[config.mk]
export PLATFORM = sky130hd
export DESIGN_NAME = alu_seq_ctrl
export DESIGN_NICKNAME = d
export VERILOG_FILES = /design/src/rtl/alu_seq_ctrl.sv
export SDC_FILE = /design/constraint.sdc
export NUM_CORES = 1
export LEC_CHECK = 0
export ABC_AREA = 1
export CAP_MARGIN = 20
export CORE_UTILIZATION = 48
export DETAILED_ROUTE_END_ITERATION = 6
export PLACE_DENSITY = 0.77
export SLEW_MARGIN = 20
export SYNTH_ARGS = -nofsm -noshare
export SYNTH_HDL_FRONTEND = slang
export SYNTH_SLANG_ARGS = --single-unit
export TNS_END_PERCENT = 30
[constraint.sdc]
create_clock -name clock -period 1.85 [get_ports clock]
set_input_delay 0.37 -clock clock [delete_from_list [all_inputs] [get_ports clock]]
set_output_delay 0.37 -clock clock [all_outputs]
set_load 0.01 [all_outputs]
[src/rtl/alu_seq_ctrl.sv]
`default_nettype none
// ============================================================================
// Module      : alu_seq_ctrl
// Description : Command sequencer in front of the shared AND/OR/ADD/SUB ALU.
//               Runs single-pass ops, SLT (from a SUB) and MUL (shift-add
//               over WIDTH ALU additions). Command and response use
//               valid/ready handshakes.
// Revision    : 1.0 - initial release
// ============================================================================
module alu_seq_ctrl #(
    parameter int WIDTH = 32,
    parameter int CNT_W = 5
) (
    input  logic             clock,
    input  logic             resetn,
    input  logic             req_valid,
    output logic             req_ready,
    input  logic [2:0]       req_cmd,
    input  logic [WIDTH-1:0] req_a,
    input  logic [WIDTH-1:0] req_b,
    output logic [WIDTH-1:0] alu_x,
    output logic [WIDTH-1:0] alu_y,
    output logic [2:0]       alu_op,
    input  logic [WIDTH-1:0] alu_r,
    output logic             rsp_valid,
    input  logic             rsp_ready,
    output logic [WIDTH-1:0] rsp_result,
    output logic             rsp_zero,
    output logic             rsp_err
);

    localparam logic [2:0] c_CMD_AND = 3'b000;
    localparam logic [2:0] c_CMD_OR  = 3'b001;
    localparam logic [2:0] c_CMD_ADD = 3'b010;
    localparam logic [2:0] c_CMD_MUL = 3'b011;
    localparam logic [2:0] c_CMD_SUB = 3'b110;
    localparam logic [2:0] c_CMD_SLT = 3'b111;

    typedef enum logic [1:0] {
        S_IDLE = 2'd0,
        S_EXEC = 2'd1,
        S_MUL  = 2'd2,
        S_DONE = 2'd3
    } state_t;

    state_t           r_state;
    logic [2:0]       r_cmd;
    logic [WIDTH-1:0] r_a;     // operand A, also the MUL multiplicand
    logic [WIDTH-1:0] r_b;     // operand B, also the MUL multiplier
    logic [CNT_W-1:0] r_cnt;

    logic [CNT_W-1:0] w_nxt;
    logic             w_ovf;
    logic             w_slt;
    logic             w_last;

    // Next multiplier bit index; its wrap on the final iteration is never used.
    assign w_nxt  = r_cnt + CNT_W'(1);
    assign w_last = (r_cnt == CNT_W'(WIDTH - 1));
    // Signed less-than from the SUB result, corrected for two's-complement overflow.
    assign w_ovf  = (r_a[WIDTH-1] != r_b[WIDTH-1]) & (alu_r[WIDTH-1] != r_a[WIDTH-1]);
    assign w_slt  = alu_r[WIDTH-1] ^ w_ovf;

    // Sequencer FSM; every output is a register updated here.
    always_ff @(posedge clock or negedge resetn) begin
        if (!resetn) begin
            r_state    <= S_IDLE;
            r_cmd      <= 3'b000;
            r_a        <= '0;
            r_b        <= '0;
            r_cnt      <= '0;
            req_ready  <= 1'b1;
            rsp_valid  <= 1'b0;
            rsp_result <= '0;
            rsp_zero   <= 1'b0;
            rsp_err    <= 1'b0;
            alu_x      <= '0;
            alu_y      <= '0;
            alu_op     <= c_CMD_ADD;
        end else begin
            case (r_state)
                S_IDLE: begin
                    if (req_valid) begin
                        r_cmd     <= req_cmd;
                        r_a       <= req_a;
                        r_b       <= req_b;
                        req_ready <= 1'b0;
                        case (req_cmd)
                            c_CMD_AND, c_CMD_OR, c_CMD_ADD, c_CMD_SUB: begin
                                alu_x   <= req_a;
                                alu_y   <= req_b;
                                alu_op  <= req_cmd;
                                r_state <= S_EXEC;
                            end
                            c_CMD_SLT: begin
                                alu_x   <= req_a;
                                alu_y   <= req_b;
                                alu_op  <= c_CMD_SUB;
                                r_state <= S_EXEC;
                            end
                            c_CMD_MUL: begin
                                // alu_x doubles as the running partial-product accumulator.
                                r_cnt   <= '0;
                                alu_x   <= '0;
                                alu_y   <= req_b[0] ? req_a : '0;
                                alu_op  <= c_CMD_ADD;
                                r_state <= S_MUL;
                            end
                            default: begin
                                // Illegal command: answer immediately, ALU untouched.
                                rsp_result <= '0;
                                rsp_zero   <= 1'b1;
                                rsp_err    <= 1'b1;
                                r_state    <= S_DONE;
                            end
                        endcase
                    end
                end
                S_EXEC: begin
                    rsp_result <= (r_cmd == c_CMD_SLT) ? {{(WIDTH-1){1'b0}}, w_slt} : alu_r;
                    rsp_err    <= 1'b0;
                    r_state    <= S_DONE;
                end
                S_MUL: begin
                    if (w_last) begin
                        // Low WIDTH bits of the product; upper half is dropped.
                        rsp_result <= alu_r;
                        rsp_err    <= 1'b0;
                        r_state    <= S_DONE;
                    end else begin
                        alu_x <= alu_r;
                        alu_y <= r_b[w_nxt] ? (r_a << w_nxt) : '0;
                        r_cnt <= w_nxt;
                    end
                end
                default: begin
                    // First DONE cycle raises rsp_valid; then wait for the consumer.
                    if (!rsp_valid) begin
                        rsp_valid <= 1'b1;
                        rsp_zero  <= (rsp_result == '0);
                    end else if (rsp_ready) begin
                        rsp_valid <= 1'b0;
                        req_ready <= 1'b1;
                        r_state   <= S_IDLE;
                    end
                end
            endcase
        end
    end

endmodule
`default_nettype wire

---- After elaboration in Yosys (flattened, before gate mapping) ----
Cells that the tools add are included.
operators by class
  add/subtract/negate cells ............... 1
  multipliers ............................. 0
  div/mod/pow operators ................... 0
  magnitude comparators ................... 1
  equality and inequality tests ........... 18
  shift-type cells ........................ 1
  muxes and demuxes ....................... 40
  bitwise logic cells ..................... 3
  reductions and logical operators ........ 23
operators by type and width
  cell                 count
  $mux 32              10
  $pmux 32 s2          4
  $pmux 32 s3          1
  $logic_not 32->1     1
  $shl 32x5->32        1
  $reduce_and 4->1     6
  $mux 5               3
  $mux 1               10
  $pmux 5 s2           1
  $eq 3x3->1 const B   3
  $pmux 3 s3           1
  $mux 2               4
  $ne 2x2->1 const B   4
  $reduce_bool 4->1    2
  $eq 3x2->1 const B   2
  $lt 5x6->1 const B   1
  $pmux 2 s3           1
  $reduce_bool 2->1    3
  $reduce_bool 3->1    2
  $reduce_or 6->1      1
  $add 5x1->5 const B  1
  $bmux 1 s5           1
  $eq 5x5->1 const B   1
  $reduce_or 5->1      1
  other kinds (19)     22
storage, ports and cells
  register bits ........................... 177
  latch bits .............................. 0
  bits in writable memories ............... 0
  ROM bits ................................ 0
  input bits .............................. 103
  output and inout port bits .............. 103
  logic and storage cells ................. 100
  memories ................................ 0

---- Logic depth before layout (Yosys ltp) ----
  depth in word-level cells ............... 6
  gate-level depth with buffers ........... 14
  mapped depth without buffers ............ 12

---- Worst setup path after synthesis ----
No wires, ideal clock.
  path kind ............................... reg-to-reg
  from .................................... reg r_cnt[0]
  to ...................................... reg alu_y[0]
  library setup time ...................... 0.079 ns
  data arrival time ....................... 1.997 ns
  data required time ...................... 1.771 ns
  slack ................................... -0.226 ns
  cell stages (with the launch flop) ...... 10
  path buffers ............................ 2
  clock period less this slack ............ 2.076 ns
  cells stage by stage .................... dfrtp_1 -> ha_1 -> nand2_1 -> nor2_1 -> ha_1 -> clkbuf_1 -> nor2_1 -> clkbuf_1 -> nand3_1 -> a2bb2oi_1
on the way
  word-level cells in the longest chain between the ends .. 6
  elaborated cells on any way between the ends .. 10
  those cells by class .................... 1 x add/sub; 2 x eq/ne; 1 x shift; 5 x mux; 1 x reduce/logical
RTL lines
  element                       line  source
  start, declared               50    logic [CNT_W-1:0] r_cnt;
  start signal, assigned        133   r_cnt <= w_nxt;
  $add 5x1->5                   58    assign w_nxt = r_cnt + CNT_W'(1);
  $bmux 1 s5                    132   alu_y <= r_b[w_nxt] ? (r_a << w_nxt) : '0;
  $mux 1 (implied by the code)  132
  $mux 32                       132
  $mux 32                       125   if (w_last) begin
  $pmux 32 s2                   81    case (r_state)
  end signal, assigned          91    alu_y <= req_b;
  end signal, assigned          97    alu_y <= req_b;
  end signal, assigned          132
  end, declared                 22    output logic [WIDTH-1:0] alu_y,
Several ways; a longest one is shown, not always the timed one. The select of a mux whose other input is x is not followed.
A chain may end at the register's enable or synchronous reset.

---- Worst setup path in the final report ----
  from .................................... reg r_cnt[0]
  to ...................................... reg alu_y[9]
Same word-level chain as after synthesis.

==> run metrics <==
Reg clk slew, reported paths roughly 0.080 ns; Root Buffer clkbuf_16; layout cells sized above 1 0.1778; RSZ-0062 raised after global routing yes; vias per inst approximately 5.8; share of flip-flops with an asynchronous set or reset 1.000; Die X between 150 and 200 um; status finished, violations left; pre-CTS WS -0.2831 ns; I/O pins 206; final hold viol count 0; Synth Cell Area between 10000 and 15000 um2; register area share after synthesis 0.4209; CTS Buf Count 17; Slew @ Worst Pin 0.4919 ns; # rows between 50 and 60; arrival time at the worst endpoint 2.38 ns; setup ws final -0.2067 ns; core area approximately 21000 um2; Cells after Synth around 1500; syn_nets around 1600; CP Data Required Time approximately 2.2 ns; die height approximately 150 um; Register Area around 4400 um2; vias after detailed routing around 12000; Starting Density 0.4946; port bufs 205; DR DRC count 0; gr ovfl total 0; initial antenna violation count 0; Net Sw Frac 0.4595; PwrDens 1890 nW/um2; Worst Setup End Kind register; fill count roughly 1700; CTS Sinks about 180; Leak Pwr 7.127 nW; post-route clock period utilization 1.112; Post-layout nets around 1800; failing checks setup timing; Synth Register Bits between 150 and 200; largest fanout on the critical path 14; H-Tree Depth 4; maximum buffer depth of the clock tree 2; Post-DP HPWL slightly below 30000 um; fin util 0.6965; ant diodes 0; setup violators final 102; Post-Place Cells about 2000; Pre-antenna DRT Iters 7; Rel. slew slack 0.6706; Final Max Tran Viols 0; most frequent cells in the layout 420 x nand2_1, 202 x clkdlybuf4s50_1, 201 x nand3_1, 175 x dfrtp_1, 145 x inv_1; area grow syn2layout 40.81%; Worst Skew around 0.014 ns; yosys warns 0; most common cell after layout, fill and taps aside nand2_1; Comb power frac 0.624; sequential share of power 0.244; post-synthesis cell type count between 40 and 50; final period demand of the worst path between 2 and 2.5 ns; first-pass GRT wire length about 60000 um; TritonCTS clock tree done; Worst-Skew Late Latency between 0.4 and 0.5 ns; Clk pwr share 0.132; ys flop type dfrtp_1; Internal Power 15.14 mW; Hold/Removal Path Class input port to asynchronous set/reset pin; DRT iter0 DRCs 1194; DR WL/cell slightly below 20 um; Max Cap Viol 0; Crit Path Class register to register; aggregate routed wire length 39210 um; FMAX approximately 490 MHz; Net Switching 12.87 mW; largest net degree at the start of global routing 79; peak supply drop around 0.0012 V; post-route ant nets 0; DIE AREA between 20000 and 25000 um2; Final Non-Filler Cells around 2000; number of global-route vias before repair 11010; area occupied by multi-input gates roughly 5400 um2; total track usage 0.3544; syn avg cell area 7.241 um2; startpoint types register; routability cong. 0.9729; EDFF count, synth 0
==> final timing paths <==
kind | from | to | slack [ns] | cells after the start
worst min register to register | alu_op[1]$_DFFE_PN1P_ | alu_op[1]$_DFFE_PN1P_ | 0.47 | 2
min in group clock | alu_op[1]$_DFFE_PN1P_ | alu_op[1]$_DFFE_PN1P_ | 0.47 | 2
worst min-delay path | resetn | alu_x[11]$_DFFE_PN0P_ | 0.42 | 2
worst max register to register | r_cnt[0]$_DFFE_PN0P_ | alu_y[9]$_DFFE_PN0P_ | -0.21 | 12
worst max-delay path | r_cnt[0]$_DFFE_PN0P_ | alu_y[9]$_DFFE_PN0P_ | -0.21 | 12
max in group asynchronous | resetn | alu_y[19]$_DFFE_PN0P_ | 0.82 | 3
==> area by class of cell <==
class	count	area share
clock inverters	13	0.009030
clock buffers	19	0.03055
multi-input cells	1020	0.3617
well taps	275	0.02321
inverters	159	0.04093
repair buffers	339	0.2356
flip-flops and latches	177	0.2989
==> synth_stat cells, types with 7 or more instances <==
library cell | count | share of area
a21oi_1 | 42 | 0.020
clkbuf_1 | 62 | 0.022
nand2_1 | 431 | 0.15
o22ai_1 | 7 | 0.0042
inv_1 | 150 | 0.053
a31oi_1 | 62 | 0.037
buf_6 | 11 | 0.012
o21ai_0 | 135 | 0.064
nor2_1 | 19 | 0.0068
dfrtp_1 | 175 | 0.42
nand3_1 | 213 | 0.10
buf_2 | 18 | 0.0086
a2bb2oi_1 | 12 | 0.010
o21ai_2 | 16 | 0.013
o22ai_2 | 10 | 0.012
or2_2 | 17 | 0.010
o211ai_1 | 9 | 0.0064
==> registers in the layout, summed over array words and instances (netlist names) <==
name,cells
alu_x,32
alu_y,32
r_a,32
r_b,32
rsp_result,32
r_cnt,5
alu_op,3
r_cmd,3
r_state,2
req_ready,1
rsp_err,1
rsp_valid,1
rsp_zero,1
==> cell families (layout without fill, tap and decap cells) <==
family / after synthesis / count (layout) / synth area share
DFF: 177 / 177 / 0.4209
adders and majority gates: 6 / 6 / 0.007130
AOI/OAI and AO/OA: 301 / 301 / 0.1723
and+or+nand+nor: 710 / 711 / 0.2919
buffers and inverters: 258 / 530 / 0.1047
xor gates and xnor gates: 2 / 2 / 0.003090
==> metal layers <==
layer  track usage  wire [um]  vias up
met1        0.4656      15980     5478
met4        0.1884       2040        0
met3       0.05788       3019      141
met2        0.5620      18170      595
li1              -          -     5326
met5             0          0        -
==> stage by stage <==
step | hold slack [ns] | setup TNS (ns) | total power, mW | area (um2)
6_report | 0.4239 | -16.00 | 28.01 | 14830
5_1_grt | 0.4523 | -25.03 | 29.85 | 14830
4_1_cts | 0.4288 | -11.95 | 26.94 | 14520
3_5_place_dp | 0.3409 | -22.13 | 22.51 | 13670
3_3_place_gp | 0.3357 | -17.23 | 22.27 | 13670
2_1_floorplan | 0.07441 | -4.266 | 16.24 | 10650
==> critical path: stages, from the launching register on <==
cell and delay (ns):
dfrtp_1 0.41, ha_4 0.19, nand2_2 0.07, nor2_2 0.04, ha_2 0.16, or2_4 0.23, o21ai_2 0.07, nand2_2 0.09
nor2_4 0.19, inv_2 0.10, buf_12 0.17, a21oi_4 0.12, a2bb2oi_1 0.08
==> repair_timing <==
action,4_1_cts,5_1_grt
endpoints found under the hold margin,33,0
setup endpoints to repair,104,116
buffers inserted,7,4
resized for setup,43,64
pin swaps,7,5
hold buffers,1,0
cloned,2,3
==> power by group through the flow <==
stage                     Sequential [mW]  Combinational [mW]  Clock (mW)
final                                6.83                17.5        3.69
after global routing                 7.01                19.0        3.85
after CTS                            6.78                16.4        3.71
after detailed placement             6.83                15.7           0
after global placement               6.80                15.5           0
after floorplan                      7.02                9.23           0
Note: power is estimated with default switching activity, not from simulation.
